## src/rtl/neo_d0_pkg.sv

```systemverilog
// ============================================================================
//  Module      : neo_d0_pkg
//  Description : Shared types and constants for the NEO-D0 clock-enable
//                sequencer. Optional macro CLKSEQ_1M5_EN widens the frame
//                divider to 4 bits (16-cycle frame, adds a 1.5 MHz enable).
//  Contents    : clkseq_state_t, DIV_W, FRAME_LAST, RESET_PHASE_DEFAULT
//  Revision    : 1.0 - initial release
// ============================================================================
`default_nettype none

package neo_d0_pkg;

`ifdef CLKSEQ_1M5_EN
    localparam int DIV_W = 4;
`else
    localparam int DIV_W = 3;
`endif

    // Last divider value of a frame; the divider wraps from here to 0.
    localparam logic [DIV_W-1:0] FRAME_LAST = '1;

    // Divider phase loaded at reset and when leaving start-up.
    localparam logic [2:0] RESET_PHASE_DEFAULT = 3'd4;

    typedef enum logic [1:0] {
        ST_STARTUP = 2'd0,
        ST_RUN     = 2'd1,
        ST_HOLD    = 2'd2
    } clkseq_state_t;

endpackage

`default_nettype wire

```

## src/rtl/clkseq_div.sv

```systemverilog
// ============================================================================
//  Module      : clkseq_div
//  Description : Frame divider for the clock-enable sequencer, with
//                load/clear/increment controls and the enable decode.
//                CLKSEQ_1M5_EN adds the o_en_1m5 output.
//  Ports       : clk, rst_n          - clock, async active-low reset
//                i_load/i_clr/i_inc - divider controls (priority in that order)
//                i_run              - registered RUN-state qualifier
//                o_div              - current divider value
//                o_en_*             - clock enables, 0 unless i_run
//                o_frame_start      - RUN cycle with divider at 0
//  Revision    : 1.0 - initial release
// ============================================================================
`default_nettype none

module clkseq_div
    import neo_d0_pkg::*;
#(
    parameter logic [DIV_W-1:0] LOAD_VAL = '0
) (
    input  logic             clk,
    input  logic             rst_n,
    input  logic             i_load,
    input  logic             i_clr,
    input  logic             i_inc,
    input  logic             i_run,
    output logic [DIV_W-1:0] o_div,
    output logic             o_en_12m,
    output logic             o_en_6m,
    output logic             o_en_3m,
`ifdef CLKSEQ_1M5_EN
    output logic             o_en_1m5,
`endif
    output logic             o_frame_start
);

    logic [DIV_W-1:0] r_div;

    always_ff @(posedge clk or negedge rst_n) begin
        if (!rst_n) begin
            r_div <= LOAD_VAL;
        end else if (i_load) begin
            r_div <= LOAD_VAL;
        end else if (i_clr) begin
            r_div <= '0;
        end else if (i_inc) begin
            r_div <= (r_div == FRAME_LAST) ? '0 : r_div + DIV_W'(1);
        end
    end

    // Pure decodes of registered state: no input reaches these combinationally.
    assign o_div         = r_div;
    assign o_en_12m      = i_run & r_div[0];
    assign o_en_6m       = i_run & (r_div[1:0] == 2'b11);
    assign o_en_3m       = i_run & (r_div[2:0] == 3'b111);
`ifdef CLKSEQ_1M5_EN
    assign o_en_1m5      = i_run & (r_div == FRAME_LAST);
`endif
    assign o_frame_start = i_run & (r_div == '0);

endmodule

`default_nettype wire

```

## src/rtl/clk_enable_sequencer.sv

```systemverilog
// ============================================================================
//  Module      : clk_enable_sequencer
//  Description : Sequences the CLK_24M-derived clock enables (12M/6M/3M and,
//                with macro CLKSEQ_1M5_EN, 1.5M). Holds all enables off for
//                STARTUP_CYCLES+1 edges after reset, then runs; grants a
//                frame-aligned freeze through the HOLD_REQ/HOLD_ACK handshake.
//  Ports       : CLK_24M     in  - only clock
//                nRESETP     in  - async active-low reset
//                HOLD_REQ    in  - level request to freeze at frame boundary
//                HOLD_ACK    out - frozen (HOLD state)
//                EN_12M/6M/3M out - 1-cycle enables
//                EN_1M5      out - only with CLKSEQ_1M5_EN
//                FRAME_START out - RUN cycle with divider at 0
//                RUNNING     out - RUN state
//  Revision    : 1.0 - initial release
// ============================================================================
`default_nettype none

module clk_enable_sequencer
    import neo_d0_pkg::*;
#(
    parameter logic [2:0] RESET_PHASE    = RESET_PHASE_DEFAULT,
    parameter logic [7:0] STARTUP_CYCLES = 8'd16
) (
    input  logic CLK_24M,
    input  logic nRESETP,
    input  logic HOLD_REQ,
    output logic HOLD_ACK,
    output logic EN_12M,
    output logic EN_6M,
    output logic EN_3M,
`ifdef CLKSEQ_1M5_EN
    output logic EN_1M5,
`endif
    output logic FRAME_START,
    output logic RUNNING
);

    clkseq_state_t    r_state;
    clkseq_state_t    w_state_nxt;
    logic [7:0]       r_cnt;
    logic [DIV_W-1:0] w_div;
    logic             w_div_load;
    logic             w_div_clr;
    logic             w_div_inc;
    logic             w_run;

    always_ff @(posedge CLK_24M or negedge nRESETP) begin
        if (!nRESETP) begin
            r_state <= ST_STARTUP;
            r_cnt   <= STARTUP_CYCLES;
        end else begin
            r_state <= w_state_nxt;
            if (r_state == ST_STARTUP && r_cnt != 8'd0) begin
                r_cnt <= r_cnt - 8'd1;
            end
        end
    end

    // HOLD is only granted on the last cycle of a frame, so a frame in
    // progress always completes and a request dropped earlier just lapses.
    always_comb begin
        w_state_nxt = r_state;
        w_div_load  = 1'b0;
        w_div_clr   = 1'b0;
        w_div_inc   = 1'b0;
        case (r_state)
            ST_STARTUP: begin
                if (r_cnt == 8'd0) begin
                    w_state_nxt = ST_RUN;
                    w_div_load  = 1'b1;
                end
            end
            ST_RUN: begin
                w_div_inc = 1'b1;
                if (HOLD_REQ && (w_div == FRAME_LAST)) begin
                    w_state_nxt = ST_HOLD;
                    w_div_clr   = 1'b1;
                end
            end
            ST_HOLD: begin
                if (!HOLD_REQ) begin
                    w_state_nxt = ST_RUN;
                end
            end
            default: begin
                w_state_nxt = ST_STARTUP;
            end
        endcase
    end

    assign w_run    = (r_state == ST_RUN);
    assign RUNNING  = w_run;
    assign HOLD_ACK = (r_state == ST_HOLD);

    clkseq_div #(
        .LOAD_VAL (DIV_W'(RESET_PHASE))
    ) u_div (
        .clk           (CLK_24M),
        .rst_n         (nRESETP),
        .i_load        (w_div_load),
        .i_clr         (w_div_clr),
        .i_inc         (w_div_inc),
        .i_run         (w_run),
        .o_div         (w_div),
        .o_en_12m      (EN_12M),
        .o_en_6m       (EN_6M),
        .o_en_3m       (EN_3M),
`ifdef CLKSEQ_1M5_EN
        .o_en_1m5      (EN_1M5),
`endif
        .o_frame_start (FRAME_START)
    );

endmodule

`default_nettype wire

```

## config.mk

```make
export PLATFORM = sky130hd
export DESIGN_NAME = clk_enable_sequencer
export DESIGN_NICKNAME = d
export VERILOG_FILES = /design/src/rtl/neo_d0_pkg.sv /design/src/rtl/clkseq_div.sv /design/src/rtl/clk_enable_sequencer.sv
export SDC_FILE = /design/constraint.sdc
export NUM_CORES = 1
export LEC_CHECK = 0
export ABC_CLOCK_PERIOD_IN_PS = 3650
export BUFFER_PORTS_ARGS = -buffer_cell sky130_fd_sc_hd__buf_4
export CAP_MARGIN = 30
export CORE_AREA = 2 2 39 41
export DETAILED_ROUTE_END_ITERATION = 6
export DIE_AREA = 0 0 41 43
export PLACE_DENSITY = 0.8
export RECOVER_POWER = 100
export SYNTH_ARGS = -nofsm -noshare
export SYNTH_HDL_FRONTEND = slang
export SYNTH_SLANG_ARGS = --single-unit
```

## constraint.sdc

```tcl
create_clock -name CLK_24M -period 3.65 [get_ports CLK_24M]
set_clock_uncertainty 0.05 [all_clocks]
set_input_delay 0.365 -clock CLK_24M [delete_from_list [all_inputs] [get_ports CLK_24M]]
set_output_delay 0.365 -clock CLK_24M [all_outputs]
set_load 0.01 [all_outputs]
```

==> out/metrics.cfg <==
[global_route]
grt_max_degree=14
grt_usage_pct=19.9
grt_pass1_vias=522
antenna_found_initial=0
overflow=0
grt_pass1_wl_um=2300

[floorplan]
core-area_um2=1380
initial_core_util_pct=53.8
die_width_um=41
die-area_um2=1760
ios=9
rows=14
die_h_um=43

[synthesis]
ys_ff_latch=13
syn-mean-instance-area_um2=10.3
ys_types=31
synth_nets=80
async_flop_share_pct=100
syn_inst=72
ys_seq_area_share_pct=44.0
synth_edf_count=0
ys_warn_count=0
synth_area_um2=744
synth_flop_cell=dfrtp_1

[pwr]
ir_drop_v=0.000345
p_per_area_nw_per_um2=619
leakagePower_nw=0.361
power_w=0.000507

[timing]
fmax_mhz=497
fin_crit_sh_pct=55.1
setup-tns-final_ps=0
fin_crit_ps=2010
tightest_slew_ps=700
final_max_slew_viol_count=0
slew_headroom_pct=53.3
rsz0062_at_grt=false
hold_violations=0
final-setup-viol-count=0

[final_layout]
drive_above_1_share_pct=13.4
final_cell_mix=dfrtp_1, clkbuf_1, inv_1, ha_1
final_cells=98
num_antenna_cells=0
n_fill_cell=118
layout.nets=91
final_area_um2=820
final_common_cell=dfrtp_1
syn_to_final_growth_pct=10.1

[routing]
vias=580
drtIter0Drc=34
drc=0
first_pass_iters=4
via_per_inst=5.92
drt-total-wl_um=1420
avgRoutedWirePerCell_um=14.5
detail-route-antenna-nets=0

[clock_network]
cts_buffer_depth=2
clkTransAtPathRegs_ps=80
insertion_delay_ps=280
cts_hold_buf=1
cts.sinks=13
cts_resized=0
cts_max_level=1
cts_tree=built
cts_setup_buffers=0
numCtsBuffers=3
clockRootBuffer=clkbuf_4

[setup_path]
critPathCaptureType=primary output
timing.rr.start=r_state[0]
cp_num_buf_inv=1
cp.required_ps=3230
crit_family=simple AND/OR/NAND/NOR gates
cp_max_fo=9
critPathKind=flop to primary output
regToRegSetupSlack_ps=1920
critPathMaxStageDelay_ps=500
startpoint_type=flop
reg2reg_to=r_cnt[7]
cp.arrival_ps=1600
crit_chain=nor2b_1 -> and2_0 -> clkbuf_1
reg2reg_depth=3
cp_slowest_cell=dfrtp_1

[outcome]
status=completed

[hold_path]
min_from=HOLD_REQ
min_to=r_state[0]
hold_class=input port to flop
hold_depth=2

[placed_design]
place_inst=93
dpl.hpwl_um=986
place_congestion=0.808
port_buffers=8
post_dp_cell_area_um2=806

[flow_run]
max_cap_violations=0

## power breakdown
part	leakage [nW]	internal [W]	total, W	switching, W
clock network	0.0150	0.0000425	0.0000918	0.0000493
registers	0.166	0.000175	0.000212	0.0000375
logic	0.180	0.0000967	0.000203	0.000106
total	0.361	0.000314	0.000507	0.000193
## area by class of cell
| cell class | count | area, um2 | share of cell area (%) |
|---|---|---|---|
| Tap cell | 16 | 20.0 | 2.44 |
| Sequential cell | 13 | 328 | 40.0 |
| Timing Repair Buffer | 9 | 51.3 | 6.26 |
| Clock buffer | 4 | 26.3 | 3.21 |
| Multi-Input combinational cell | 51 | 375 | 45.8 |
| Inverter | 5 | 18.8 | 2.29 |
## flip-flops by register name, indices dropped and copies added (netlist names)
| register | flops |
|---|---|
| r_state | 2 |
| r_cnt | 8 |
| u_div.o_div | 3 |
## Yosys cell counts (2+ instances only)
library cell	count	area (um2)
nor2_1	4	15.0
o31ai_1	2	15.0
nor2b_1	3	18.8
nand2_1	4	15.0
clkbuf_1	2	7.51
xnor2_1	2	17.5
a211oi_1	3	22.5
inv_1	5	18.8
nor4_1	2	12.5
or4_4	2	22.5
a22oi_1	2	15.0
nor3b_1	2	15.0
and2_1	3	18.8
mux2i_1	3	30.0
o21ai_0	2	10.0
dfrtp_1	11	275
ha_1	5	62.6
dfstp_2	2	52.6
## through the flow
step                      setup WS [ps]  hold slack [ps]  utilization, %
after floorplan                    2000             19.4               -
after global placement             1960              168            58.2
after detailed placement           1950              166            58.2
after CTS                          1680              238            60.8
after global routing               1480              251            59.2
final                              1640              239            59.2
## worst max path at each step
stage,startpoint,endpoint,slack [ps],cells after the start
floorplan,r_cnt[2],r_cnt[7],2000,3
global placement,r_cnt[2],r_cnt[7],1960,3
detailed placement,r_cnt[2],r_cnt[7],1950,3
CTS,r_state[0],EN_3M,1680,3
global route,r_state[0],FRAME_START,1480,3
finish,r_state[0],EN_3M,1640,3
## per-layer routing
layer | track usage, % | up-vias | routed length (um)
met5 | 0 | - | 0
met3 | 6.28 | 4 | 74
met1 | 23.9 | 281 | 606
met4 | 10.0 | 0 | 17
li1 | - | 276 | -
met2 | 30.6 | 19 | 725
## kinds of logic (layout without fill, tap and decap cells)
logic type,after synthesis,after routing,share of synthesized area (%)
DFF,13,13,44.0
buffers and inverters,8,18,5.04
and+or+nand+nor,26,26,21.2
muxes,5,5,7.06
xor gates and xnor gates,2,2,2.35
adders and majority gates,5,5,8.40
AOI/OAI and AO/OA,13,13,11.9
(Power assumes the default switching activity.)
